<file path="src/rtl/simple_dp_scheduler.sv">
// Round-robin scheduler sharing one NAND/NOR/DFF/INV datapath among NUM_REQ requesters.
// Optional aging override enabled by defining SIMPLE_DP_SCHED_AGE_EN.
module simple_dp_scheduler #(
  parameter int NUM_REQ = 4,
  parameter int ID_W    = 2,
  parameter int DP_LAT  = 1
) (
  input  logic               tau2015_clk,
  input  logic               tau2015_rst_n,
  input  logic               enable,
  input  logic [NUM_REQ-1:0] req_valid,
  input  logic [NUM_REQ-1:0] req_a,
  input  logic [NUM_REQ-1:0] req_b,
  output logic [NUM_REQ-1:0] req_ready,
  output logic               dp_inp1,
  output logic               dp_inp2,
  input  logic               dp_out,
  output logic [NUM_REQ-1:0] rsp_valid,
  output logic               rsp_data,
  output logic [ID_W-1:0]    rsp_id,
  output logic               busy
);

  typedef enum logic [1:0] {IDLE, RUN, DRAIN} state_t;

  state_t            state, state_nxt;
  logic [ID_W-1:0]   rr_ptr;
  logic [ID_W-1:0]   grant_id;
  logic              grant_found;
  logic [ID_W:0]     rr_sum;
  logic              issue;
  logic              tags_busy;
  logic              tag_vld_p [DP_LAT+1];
  logic [ID_W-1:0]   tag_id_p  [DP_LAT+1];

`ifdef SIMPLE_DP_SCHED_AGE_EN
  logic [3:0]         age_cnt [NUM_REQ];
  logic [NUM_REQ-1:0] aged;

  always_comb begin
    for (int i = 0; i < NUM_REQ; i++) aged[i] = req_valid[i] & age_cnt[i][3];
  end

  always_ff @(posedge tau2015_clk or negedge tau2015_rst_n) begin
    if (!tau2015_rst_n) begin
      for (int i = 0; i < NUM_REQ; i++) age_cnt[i] <= '0;
    end else if (state == RUN) begin
      for (int i = 0; i < NUM_REQ; i++) begin
        if (issue && (grant_id == ID_W'(i))) age_cnt[i] <= '0;
        else if (req_valid[i] && (age_cnt[i] != 4'd15)) age_cnt[i] <= age_cnt[i] + 4'd1;
      end
    end
  end
`endif

  // Search from rr_ptr upward with wrap; an aged requester (lowest ID) overrides.
  always_comb begin
    grant_found = 1'b0;
    grant_id    = '0;
    rr_sum      = '0;
    for (int i = 0; i < NUM_REQ; i++) begin
      rr_sum = {1'b0, rr_ptr} + (ID_W+1)'(i);
      if (rr_sum >= (ID_W+1)'(NUM_REQ)) rr_sum = rr_sum - (ID_W+1)'(NUM_REQ);
      if (!grant_found && req_valid[rr_sum[ID_W-1:0]]) begin
        grant_found = 1'b1;
        grant_id    = rr_sum[ID_W-1:0];
      end
    end
`ifdef SIMPLE_DP_SCHED_AGE_EN
    for (int i = NUM_REQ-1; i >= 0; i--) begin
      if (aged[i]) begin
        grant_found = 1'b1;
        grant_id    = ID_W'(i);
      end
    end
`endif
  end

  assign issue = (state == RUN) && grant_found;

  always_comb begin
    for (int i = 0; i < NUM_REQ; i++) req_ready[i] = issue && (grant_id == ID_W'(i));
  end

  always_comb begin
    tags_busy = 1'b0;
    for (int k = 0; k <= DP_LAT; k++) tags_busy = tags_busy | tag_vld_p[k];
  end

  assign busy = (state != IDLE) | tags_busy;

  always_comb begin
    state_nxt = state;
    unique case (state)
      IDLE:    if (enable) state_nxt = RUN;
      RUN:     if (!enable) state_nxt = DRAIN;
      DRAIN:   if (enable) state_nxt = RUN;
               else if (!tags_busy) state_nxt = IDLE;
      default: state_nxt = IDLE;
    endcase
  end

  always_ff @(posedge tau2015_clk or negedge tau2015_rst_n) begin
    if (!tau2015_rst_n) begin
      state  <= IDLE;
      rr_ptr <= '0;
    end else begin
      state <= state_nxt;
      if (issue) rr_ptr <= (grant_id == ID_W'(NUM_REQ-1)) ? '0 : grant_id + ID_W'(1);
    end
  end

  // Stage p0: operands to the datapath; idle cycles drive 0 so the datapath flop clears.
  always_ff @(posedge tau2015_clk or negedge tau2015_rst_n) begin
    if (!tau2015_rst_n) begin
      dp_inp1 <= 1'b0;
      dp_inp2 <= 1'b0;
    end else begin
      dp_inp1 <= issue & req_a[grant_id];
      dp_inp2 <= issue & req_b[grant_id];
    end
  end

  // Stages p0..pDP_LAT: tag follows the operation through the datapath.
  always_ff @(posedge tau2015_clk or negedge tau2015_rst_n) begin
    if (!tau2015_rst_n) begin
      for (int k = 0; k <= DP_LAT; k++) tag_vld_p[k] <= 1'b0;
    end else begin
      tag_vld_p[0] <= issue;
      for (int k = 1; k <= DP_LAT; k++) tag_vld_p[k] <= tag_vld_p[k-1];
    end
  end

  always_ff @(posedge tau2015_clk) begin
    tag_id_p[0] <= grant_id;
    for (int k = 1; k <= DP_LAT; k++) tag_id_p[k] <= tag_id_p[k-1];
  end

  // Response stage: sample dp_out while the last tag stage is valid.
  always_ff @(posedge tau2015_clk or negedge tau2015_rst_n) begin
    if (!tau2015_rst_n) begin
      rsp_valid <= '0;
      rsp_data  <= 1'b0;
      rsp_id    <= '0;
    end else begin
      rsp_valid <= '0;
      rsp_data  <= 1'b0;
      rsp_id    <= '0;
      if (tag_vld_p[DP_LAT]) begin
        for (int i = 0; i < NUM_REQ; i++) rsp_valid[i] <= (tag_id_p[DP_LAT] == ID_W'(i));
        rsp_data <= dp_out;
        rsp_id   <= tag_id_p[DP_LAT];
      end
    end
  end

endmodule

</file>
<file path="config.mk">
export PLATFORM = sky130hd
export DESIGN_NAME = simple_dp_scheduler
export DESIGN_NICKNAME = d
export VERILOG_FILES = /design/src/rtl/simple_dp_scheduler.sv
export SDC_FILE = /design/constraint.sdc
export NUM_CORES = 1
export LEC_CHECK = 0
export BUFFER_PORTS_ARGS = -buffer_cell sky130_fd_sc_hd__buf_2
export CAP_MARGIN = 0
export CORE_AREA = 2 2 45 47
export DETAILED_ROUTE_END_ITERATION = 8
export DIE_AREA = 0 0 47 49
export PLACE_DENSITY = 0.8
export SYNTH_ARGS = -nofsm -noshare
export SYNTH_HDL_FRONTEND = slang
export SYNTH_SLANG_ARGS = --single-unit
</file>
<file path="constraint.sdc">
create_clock -name tau2015_clk -period 2.3 [get_ports tau2015_clk]
set_input_delay 0.575 -clock tau2015_clk [delete_from_list [all_inputs] [get_ports tau2015_clk]]
set_output_delay 0.575 -clock tau2015_clk [all_outputs]
set_load 0.02 [all_outputs]
</file>
==> impl_metrics.ini <==
[status]
outcome = finished, violations left
violations = negative setup slack

[final_layout]
fin_nets = 130
nFillCells = 147
regArea_um2 = 458
multi_input_area_um2 = 413
area_delta_synth_final_pct = 45.1
drive_above_1_share = 0.569
mostFrequentLayoutCells = 25 x buf_2, 13 x dfrtp_1, 6 x buf_6, 6 x buf_4, 5 x nor2_1
antenna_cells = 0
final_common_cell = buf_2

[die]
die_h_um = 49
ioPinCount = 30
rows = 16
fp.dieW_um = 47
fp.dieArea_um2 = 2300
core_um2 = 1840
initial_core_util = 0.444

[global_route]
grt_max_degree = 16
grt_pass1_wl_um = 2680
grt_overflow_total = 0
grt_usage = 0.160
grt_pass1_vias = 670
grt_antenna_before_repair = 0

[logic_synthesis]
synth_flop_cell = dfrtp_1
yosysSeqAreaShare = 0.557
synthTopCellsByArea = dfrtp_1 46%, dfxtp_1 9.8%, and2_1 6.1%
synth-edff-count = 0
async_flop_share = 0.789
syn_inst = 68
synth_top_area_share = 0.459
syn_area_per_cell_um2 = 12.0
synth_area_um2 = 818
synth_warnings = 0
synth-seq-cells = 19
synth_top_area_cell = dfrtp_1
syn-num-nets = 88
ys_types = 28

[placement]
routabilityCongestion = 0.724
dp_hpwl_um = 1090
port_buffers = 29
dp_slack_ns = -0.0489

[sta]
finClkSkew_ns = 0.00367
whs_ns = 0.163
setup_slack_ns = -0.0290
tightest_slew_ns = 0.375
setup_viol = 3
tns_ns = -0.0730
fmax_mhz = 429
finalHoldViolCount = 0
slew_violations = 0
relSlewSlack = 0.749
finalCritPeriodShare = 1.01
min_period_ns = 2.33
rsz0062_at_grt = true

[setup_path]
critPathMaxFanout = 6
criticalPathCategory = flop to output pin
critPathRequiredTime_ns = 1.73
cp-end-kind = output pin
cp_data_arrival_time_ns = 1.75
setup.worst_path.start_class = flop

[power]
irDropWorstVdd_mv = 0.431
power.total_mw = 1.06
p_leak_nw = 0.598
power_density_nw_per_um2 = 892

[drt]
drt_iter0_drc = 4
via_count = 652
drt_pass1_iterations = 4
viasPerCell = 4.79
wl_per_cell_um = 11.3
drc = 0
postRouteAntennaNets = 0
wl_um = 1540

[clock_network]
cts_made_buffers = 3
cts.clk_slew.worst_paths_ns = 0.10
ctsRootBufferMaster = clkbuf_4
htreeDepth = 1
worstSkewPairLatency_ns = 0.29
cts_sinks = 19
cts_max_path_buffers = 2
postCtsHoldBufs = 0
tritoncts = built

[run]
maxCapViolations = 0

[worst_hold_path]
min_path_type = input pin to async pin
[metrics by stage]
stage	instances	utilization	instance area [um^2]
2_1_floorplan	68	-	818
3_3_place_gp	128	0.558	1030
3_5_place_dp	128	0.558	1030
4_1_cts	135	0.627	1150
5_1_grt	136	0.645	1190
6_report	136	0.645	1190
[critical path, cell delays in order, from the launching register on]
cell	delay [ns]
dfrtp_2	0.46
nand3b_1	0.12
o21ai_2	0.07
a211o_4	0.36
inv_4	0.09
ha_4	0.12
and2_4	0.12
buf_6	0.11
[synthesized netlist by cell type (all sizes together), types with 2 or more instances]
cell type / n
inv: 4
ha: 4
and2: 8
a21oi: 2
nor2: 5
dfxtp: 4
mux2: 5
nand2: 2
dfrtp: 15
a22o: 2
nand2b: 2
[power breakdown]
part	internal (mW)	total [mW]	switching, mW	leakage [nW]
Clock	0.0646	0.157	0.0925	0.0177
Sequential	0.405	0.458	0.0529	0.225
Combinational	0.237	0.445	0.208	0.355
[cell families after synthesis]
logic type,after synthesis,share of synthesized area
buffers and inverters,4,0.0183
AOI/OAI and AO/OA,10,0.102
adders and majority gates,4,0.0612
muxes,6,0.0856
and+or+nand+nor,25,0.176
DFF,19,0.557
[routing by layer]
metal	GRT usage	up-vias	share of wire
met1	0.174	304	0.40
met2	0.279	29	0.53
met3	0.0519	4	0.070
li1	-	315	-
met4	0.0556	0	0.0091
met5	0	-	0
[state kept, by name (all words and copies together), names as in the netlist]
| name | cells |
|---|---|
| rsp_id | 2 |
| tag_id_p | 4 |
| tag_vld_p | 2 |
| rsp_data | 1 |
| rr_ptr | 2 |
| dp_inp2 | 1 |
| dp_inp1 | 1 |
| rsp_valid | 4 |
| state | 2 |
[final cells by class]
cell class | count | share of cell area
Clock buffer | 3 | 0.0190
Clock inverter | 1 | 0.00421
Inverter | 4 | 0.0148
Multi-Input combinational cell | 45 | 0.348
Sequential cell | 19 | 0.386
Tap cell | 27 | 0.0285
Timing Repair Buffer | 37 | 0.200
[timing repair]
item | in CTS | in global routing
pin swaps | 6 | 2
endpoints found under the setup margin | 4 | 4
buffers inserted | 3 | 1
resized for setup | 22 | 7
[final timing paths]
path / start / endpoint / slack [ns] / cells past startpoint
min in group tau2015_clk: tag_id_p[0][1] / tag_id_p[0][3] / 0.34 / 0
setup / recovery: rr_ptr[0] / req_ready[3] / -0.03 / 7
max in group asynchronous: tau2015_rst_n / rr_ptr[1] / 1.88 / 1
hold / removal: tau2015_rst_n / rsp_valid[0] / 0.16 / 1
setup reg to reg: rr_ptr[0] / dp_inp1 / 0.50 / 6
hold reg to reg: tag_id_p[0][1] / tag_id_p[0][3] / 0.34 / 0
Power figures use the tool's default switching activity.
